File: src/rtl/pipeline_mem_if.sv
// Data-memory bus between the MEM stage (master) and the data memory (slave).
// Carries the request, address, store data, completion ack and load data.
interface pipeline_mem_if;
    logic        dmem_req;
    logic        dmem_we;
    logic [31:0] dmem_addr;
    logic [31:0] dmem_wdata;
    logic        dmem_ack;
    logic [31:0] dmem_rdata;

    modport master (
        output dmem_req, dmem_we, dmem_addr, dmem_wdata,
        input  dmem_ack, dmem_rdata
    );

    modport slave (
        input  dmem_req, dmem_we, dmem_addr, dmem_wdata,
        output dmem_ack, dmem_rdata
    );
endinterface

File: src/rtl/pipeline_mem.sv
// MEM stage: IDLE/ACCESS FSM issuing loads/stores on the data-memory bus and loading MEM/WB.
// Optional macro MEM_ALIGN_CHECK_EN turns misaligned memory ops into 1-cycle faulting ops.
module pipeline_mem (
    input  logic        clk,
    input  logic        reset,
    input  logic        ex_valid,
    input  logic        memread,
    input  logic        memwrite,
    input  logic        regwrite,
    input  logic        memtoreg,
    input  logic [4:0]  writereg,
    input  logic [31:0] aluout,
    input  logic [31:0] memwritedata,
    output logic        stall,
    pipeline_mem_if.master mem,
    output logic        wb_valid,
    output logic        wb_regwrite,
    output logic [4:0]  wb_writereg,
    output logic [31:0] wb_result,
    output logic        misalign
);
    localparam int DATA_W = 32;

    typedef enum logic {IDLE = 1'b0, ACCESS = 1'b1} state_t;

    state_t state, state_next;

    logic is_mem, bad_align, accept, issue, single, completing;
    logic slot_busy, direct, to_pend;

    logic [DATA_W-1:0] hold_addr_p0;
    logic [DATA_W-1:0] hold_wdata_p0;
    logic              hold_we_p0;
    logic [4:0]        hold_reg_p0;
    logic              hold_rw_p0;
    logic              hold_m2r_p0;

    logic              pend_vld_p0;
    logic [4:0]        pend_reg_p0;
    logic              pend_rw_p0;
    logic [DATA_W-1:0] pend_result_p0;
    logic              pend_mis_p0;

    assign is_mem = memread | memwrite;

`ifdef MEM_ALIGN_CHECK_EN
    assign bad_align = is_mem & (aluout[1:0] != 2'b00);
`else
    assign bad_align = 1'b0;
`endif

    assign accept     = ex_valid & ~stall;
    assign issue      = accept & is_mem & ~bad_align;
    assign single     = accept & ~issue;
    assign completing = (state == ACCESS) & mem.dmem_ack;

    // A 1-cycle op that arrives while MEM/WB is taken this edge is parked for one cycle.
    assign slot_busy = completing | pend_vld_p0;
    assign direct    = single & ~slot_busy;
    assign to_pend   = single & slot_busy;

    always_ff @(posedge clk or posedge reset) begin
        if (reset) state <= IDLE;
        else       state <= state_next;
    end

    always_comb begin
        state_next = state;
        case (state)
            IDLE:    if (issue) state_next = ACCESS;
            ACCESS:  if (mem.dmem_ack) state_next = issue ? ACCESS : IDLE;
            default: state_next = IDLE;
        endcase
    end

    always_comb begin
        stall        = 1'b0;
        mem.dmem_req = 1'b0;
        mem.dmem_we  = 1'b0;
        if (state == ACCESS) begin
            mem.dmem_req = 1'b1;
            mem.dmem_we  = hold_we_p0;
            stall        = ~mem.dmem_ack;
        end
    end

`ifdef MEM_ALIGN_CHECK_EN
    assign mem.dmem_addr = hold_addr_p0;
`else
    assign mem.dmem_addr = {hold_addr_p0[DATA_W-1:2], 2'b00};
`endif
    assign mem.dmem_wdata = hold_wdata_p0;

    // Stage p0: hold registers for the op occupying ACCESS
    always_ff @(posedge clk or posedge reset) begin
        if (reset) begin
            hold_addr_p0  <= '0;
            hold_wdata_p0 <= '0;
            hold_we_p0    <= 1'b0;
            hold_reg_p0   <= '0;
            hold_rw_p0    <= 1'b0;
            hold_m2r_p0   <= 1'b0;
        end else if (issue) begin
            hold_addr_p0  <= aluout;
            hold_wdata_p0 <= memwritedata;
            hold_we_p0    <= memwrite;
            hold_reg_p0   <= writereg;
            hold_rw_p0    <= regwrite;
            hold_m2r_p0   <= memtoreg & ~memwrite;
        end
    end

    // Stage p0: parked 1-cycle op
    always_ff @(posedge clk or posedge reset) begin
        if (reset) begin
            pend_vld_p0    <= 1'b0;
            pend_reg_p0    <= '0;
            pend_rw_p0     <= 1'b0;
            pend_result_p0 <= '0;
            pend_mis_p0    <= 1'b0;
        end else begin
            pend_vld_p0 <= to_pend;
            if (to_pend) begin
                pend_reg_p0    <= writereg;
                pend_rw_p0     <= regwrite & ~bad_align;
                pend_result_p0 <= aluout;
                pend_mis_p0    <= bad_align;
            end
        end
    end

    // Stage p1: MEM/WB register, at most one op per edge
    always_ff @(posedge clk or posedge reset) begin
        if (reset) begin
            wb_valid    <= 1'b0;
            wb_regwrite <= 1'b0;
            wb_writereg <= '0;
            wb_result   <= '0;
            misalign    <= 1'b0;
        end else begin
            wb_valid <= 1'b0;
            misalign <= 1'b0;
            if (completing) begin
                wb_valid    <= 1'b1;
                wb_regwrite <= hold_rw_p0;
                wb_writereg <= hold_reg_p0;
                wb_result   <= hold_m2r_p0 ? mem.dmem_rdata : hold_addr_p0;
            end else if (pend_vld_p0) begin
                wb_valid    <= 1'b1;
                wb_regwrite <= pend_rw_p0;
                wb_writereg <= pend_reg_p0;
                wb_result   <= pend_result_p0;
                misalign    <= pend_mis_p0;
            end else if (direct) begin
                wb_valid    <= 1'b1;
                wb_regwrite <= regwrite & ~bad_align;
                wb_writereg <= writereg;
                wb_result   <= aluout;
                misalign    <= bad_align;
            end
        end
    end
endmodule

File: src/flat_wrapper.sv
// flat-port wrapper written by rule: the top's interface ports become plain ports
module pipeline_mem_flat 
  (clk, reset, ex_valid, memread, memwrite, regwrite, memtoreg, writereg, aluout, memwritedata, stall, wb_valid, wb_regwrite, wb_writereg, wb_result, misalign, mem_dmem_req, mem_dmem_we, mem_dmem_addr, mem_dmem_wdata, mem_dmem_ack, mem_dmem_rdata);
  pipeline_mem_if mem_i ();
  input  logic clk;
  input  logic reset;
  input  logic ex_valid;
  input  logic memread;
  input  logic memwrite;
  input  logic regwrite;
  input  logic memtoreg;
  input  logic [4:0] writereg;
  input  logic [31:0] aluout;
  input  logic [31:0] memwritedata;
  output logic stall;
  output logic wb_valid;
  output logic wb_regwrite;
  output logic [4:0] wb_writereg;
  output logic [31:0] wb_result;
  output logic misalign;
  output wire logic [$bits(mem_i.dmem_req)-1:0] mem_dmem_req;
  output wire logic [$bits(mem_i.dmem_we)-1:0] mem_dmem_we;
  output wire logic [$bits(mem_i.dmem_addr)-1:0] mem_dmem_addr;
  output wire logic [$bits(mem_i.dmem_wdata)-1:0] mem_dmem_wdata;
  input wire logic [$bits(mem_i.dmem_ack)-1:0] mem_dmem_ack;
  input wire logic [$bits(mem_i.dmem_rdata)-1:0] mem_dmem_rdata;
  assign mem_dmem_req = mem_i.dmem_req;
  assign mem_dmem_we = mem_i.dmem_we;
  assign mem_dmem_addr = mem_i.dmem_addr;
  assign mem_dmem_wdata = mem_i.dmem_wdata;
  assign mem_i.dmem_ack = mem_dmem_ack;
  assign mem_i.dmem_rdata = mem_dmem_rdata;
  pipeline_mem u_core (.clk(clk), .reset(reset), .ex_valid(ex_valid), .memread(memread), .memwrite(memwrite), .regwrite(regwrite), .memtoreg(memtoreg), .writereg(writereg), .aluout(aluout), .memwritedata(memwritedata), .stall(stall), .mem(mem_i), .wb_valid(wb_valid), .wb_regwrite(wb_regwrite), .wb_writereg(wb_writereg), .wb_result(wb_result), .misalign(misalign));
endmodule
File: config.mk
export PLATFORM = sky130hd
export DESIGN_NAME = pipeline_mem_flat
export DESIGN_NICKNAME = d
export VERILOG_FILES = /design/src/rtl/pipeline_mem_if.sv /design/src/rtl/pipeline_mem.sv /design/src/flat_wrapper.sv
export SDC_FILE = /design/constraint.sdc
export NUM_CORES = 1
export LEC_CHECK = 0
export ABC_AREA = 1
export CORE_ASPECT_RATIO = 1.1
export CORE_MARGIN = 5
export CORE_UTILIZATION = 28
export CTS_CLUSTER_DIAMETER = 40
export CTS_CLUSTER_SIZE = 16
export DETAILED_ROUTE_END_ITERATION = 7
export DONT_BUFFER_PORTS = 1
export GPL_TIMING_DRIVEN = 0
export PLACE_DENSITY = 0.47
export REMOVE_ABC_BUFFERS = 1
export SLEW_MARGIN = 20
export SYNTH_ARGS = -nofsm -noshare
export SYNTH_HDL_FRONTEND = slang
export SYNTH_SLANG_ARGS = --single-unit
File: constraint.sdc
create_clock -name clk -period 5.8 [get_ports clk]
set_input_delay 0.87 -clock clk [delete_from_list [all_inputs] [get_ports clk]]
set_output_delay 0.87 -clock clk [all_outputs]
set_load 0.005 [all_outputs]
== Word-level counts from Yosys, hierarchy flattened ==
Index checks and enable logic that the tools add are counted.
Word-level totals
  bits of input ports: 109
  flip-flop bits (word level): 151
Operators by class
  reduce and logical (&&, ||, !) cells: 1
  mux-type cells: 19
  bitwise operators: 15
Operators with widths (number)
  32-bit two-way mux: 4
  5-bit two-way mux: 3
  1-bit two-way mux: 11
  1-bit AND: 7
  1-bit NOT: 6
  3-bit nonzero test: 1
  1-bit bitwise OR: 2
  1-bit one-hot mux with 2 select lines: 1

== Depth between registers and ports, before layout ==
  word-level depth: 11
  gate-level depth with buffers: 9
  gate-level depth less buffers: 7

== Worst setup path after synthesis ==
No wires, ideal clock.
  path type: input port to output port
  from: in mem_dmem_ack
  to: out stall
  path buffers: 0
  path slack: 3868 ps
  cell stages on the path: 3
  arrival: 1062 ps
  data required time: 4930 ps
  cells stage by stage: inv_2 nand2_1 inv_1
Between the ends
  word-level cells in the longest chain between the ends: 2
RTL lines
  start: declaration: line flat_wrapper.sv:25  | input wire logic [$bits(mem_i.dmem_ack)-1:0] mem_dmem_ack;
  1-bit NOT: line pipeline_mem.sv:83  | stall = ~mem.dmem_ack;
  1-bit two-way mux: line pipeline_mem.sv:80  | if (state == ACCESS) begin
  end: declaration: line flat_wrapper.sv:15  | output logic stall;
Every way passes these cells.

== Worst setup path in the final report ==
  from: reg u_core.state
  to: reg u_core.wb_result[16]
Between the ends
  word-level cells in the longest chain between the ends: 8
RTL lines
  start: declaration: line pipeline_mem.sv:26  | state_t state, state_next;
  start signal: assignment: line pipeline_mem.sv:64  | else state <= state_next;
  1-bit two-way mux: line pipeline_mem.sv:80
  1-bit NOT: line pipeline_mem.sv:52  | assign accept = ex_valid & ~stall;
  1-bit AND: line pipeline_mem.sv:52
  1-bit AND: line pipeline_mem.sv:53  | assign issue = accept & is_mem & ~bad_align;
  1-bit NOT: line pipeline_mem.sv:54  | assign single = accept & ~issue;
  1-bit AND: line pipeline_mem.sv:54
  1-bit AND: line pipeline_mem.sv:59  | assign direct = single & ~slot_busy;
  3-bit nonzero test (no source line)
  end signal: assignment: line pipeline_mem.sv:147  | wb_result <= hold_m2r_p0 ? mem.dmem_rdata : hold_addr_p0;
  end signal: assignment: line pipeline_mem.sv:152  | wb_result <= pend_result_p0;
  end signal: assignment: line pipeline_mem.sv:158  | wb_result <= aluout;
  end: declaration: line pipeline_mem.sv:19  | output logic [31:0] wb_result,
Parallel ways exist; a longest one is shown, timed or not.
A chain may end at the register's enable or synchronous reset.

==> impl_metrics.ini <==
[setup_path]
ff2ff_setup_slack_ns = 2.53
crit_path_start_kind = flop
arrival_ns = 3.56
rr_startpoint = u_core.state
r2r_cells = 10
crit_path_end_kind = flop
critPathRequiredTime_ns = 6.10
path_max_fanout = 26
reg2reg_to = u_core.wb_result[16]
critPathKind = flop to flop

[yosys]
yosys_warnings = 0
synth_common_cells = nand2_1 (622), dfrtp_1 (151), inv_1 (86)
ys_ff_latch = 151
ys_top_cells_by_area = dfrtp_1 (49%), nand2_1 (30%), nand3_1 (5.1%)
synth-edff-count = 0
ys_types = 13
synthCells = 1080
synthArstFlopShare = 1.00
synth_top_area_share = 0.493
syn_area_um2 = 7660
avgSynthCellArea_um2 = 7.10
yosysSeqAreaShare = 0.493
synth_top_cell_by_area = dfrtp_1
synth_most_common_cell = nand2_1
synth-main-ff-cell = dfrtp_1

[layout]
diodes = 0
nets = 1130
area_growth_pct = 12.0
finalInstanceArea_um2 = 8590
drive_gt1_frac = 0.0619
fillers = 2943
stdcell_count = 1391

[sta]
max_freq_mhz = 306
fin_crit_ns = 3.27
timing.slew.headroom = 0.449
rsz0062_at_grt = no
whs_ns = 0.338
maxSlewViolCount = 0
final_hold_viol_count = 0
max_slew.worst_pin.slew_ns = 0.827
finalCritPeriodShare = 0.563
fin_worst_skew_ns = 0.0127
finalSetupViolations = 0

[route]
routed_wl_um = 23500
drc_errors = 0
drtIter0Drc = 361
viasPerCell = 4.53
wl_per_cell_um = 16.9
first_pass_iters = 5
ant_nets = 0
vias = 6299

[place]
placed_area_um2 = 8020
gp_congestion = 0.728
numPortBuffers = 0
place_hpwl_um = 15900
dp_cells = 1359

[clock_tree]
htreeDepth = 4
cts_setup_buffers = 0
clk_latency_ns = 0.42
clock_sinks = 151
clockBufferDepth = 2
cts_tree = done
postCtsHoldBufs = 0
clkSlewWorstSetupHoldPaths_ns = 0.07
cts_resized = 0
cts_buffers = 17
root_buffer = clkbuf_16

[global_routing]
grt_pass1_vias = 6234
track_usage = 0.152
grt_max_degree = 83
grt_first_pass_wirelength_um = 37200
grt_antenna_before_repair = 0
grt-ovfl-total = 0

[die]
die_x_um = 168
coreArea_um2 = 27000
die_y_um = 184
std_cell_rows = 63
start_util = 0.284
die_area_um2 = 30800
num_io_pins = 216

[run]
drv_cap = 0

[power_and_ir_drop]
leakagePower_nw = 4.76
powerDensity_nw_per_um2 = 360
ir_drop_uv = 165

[hold_path]
hold_path.class = input port to async pin

[status]
status = finished, final reports clean
## report_power, final
group	switching, W	internal, W	total [W]	leakage (nW)
clock network	0.000487	0.000609	0.00110	0.252
registers	0.000184	0.00128	0.00146	1.88
logic	0.000330	0.000199	0.000529	2.62
## layout by cell type, fill, tap and decap left out
master and count:
clkbuf_16 17, conb_1 3, dfrtp_1 149, dfrtp_2 2
nand2_1 619, nand3_4 1, inv_4 1, nor2_4 2
clkbuf_8 1, buf_12 3, inv_1 81, nand4_1 39
buf_6 2, bufinv_16 1, buf_16 11, clkbuf_1 2
inv_6 4, inv_2 5, inv_8 1, clkinvlp_4 7
a21oi_4 1, nand2_2 3, buf_8 2, nand3_1 77
## layout make-up
class	instances	area (um^2)	area share
Sequential cell	151	3780	0.440
Multi-Input combinational cell	745	3040	0.354
Clock buffer	20	447	0.0520
Tap cell	357	447	0.0520
Timing Repair Buffer	18	415	0.0484
Inverter	88	340	0.0396
Clock inverter	12	118	0.0137
## worst max-delay path by stage
| stage | from | endpoint | slack, ns | depth (start not counted) |
|---|---|---|---|---|
| floorplan | reset | u_core.hold_addr_p0[0] | 0.87 | 1 |
| global placement | u_core.pend_vld_p0 | u_core.wb_result[17] | -2.28 | 6 |
| detailed placement | mem_dmem_ack | u_core.wb_regwrite | 2.10 | 10 |
| CTS | u_core.state | u_core.wb_regwrite | 2.44 | 10 |
| global route | u_core.state | u_core.wb_writereg[3] | 2.34 | 10 |
| finish | u_core.state | u_core.wb_result[16] | 2.53 | 10 |
## worst max-delay path, stage by stage (launching register included)
cell     delay, ns
dfrtp_1       0.47
nand2_2       0.48
buf_16        0.24
nand2_2       0.32
buf_16        0.30
inv_2         0.31
buf_12        0.24
nand2_2       0.29
buf_12        0.29
nand2_1       0.09
nand2_1       0.05
## routing by layer
metal  vias to the layer above  GRT usage  part of all wire
met4                         0     0.0295            0.0067
met3                         9     0.0548             0.088
met2                       207      0.246              0.47
li1                       3131          -                 -
met5                         -          0                 0
met1                      2952      0.198              0.44
## registers in the layout, indices dropped and copies added, names as in the netlist, 5 cells and up
| signal | flops |
|---|---|
| u_core.mem.dmem_wdata | 32 |
| u_core.pend_reg_p0 | 5 |
| u_core.hold_reg_p0 | 5 |
| u_core.wb_result | 32 |
| u_core.wb_writereg | 5 |
| u_core.hold_addr_p0 | 32 |
| u_core.pend_result_p0 | 32 |
## per-stage QoR
| stage | setup WS, ns | total power [W] | TNS [ns] | util |
|---|---|---|---|---|
| after CTS | 2.44 | 0.00314 | 0 | 0.319 |
| after global routing | 2.34 | 0.00330 | 0 | 0.319 |
| after floorplan | 0.865 | 0.00180 | 0 | - |
| after detailed placement | 2.10 | 0.00203 | 0 | 0.298 |
| final | 2.53 | 0.00309 | 0 | 0.319 |
| after global placement | -2.28 | 0.00197 | -353.32 | 0.281 |
## cell families after synthesis
logic type / synth area share
other cells: 0.000489
flops: 0.493
compound gates: 0.000652
buf+inv: 0.115
simple gates: 0.390
No activity file was read; power rests on OpenSTA's default activity.
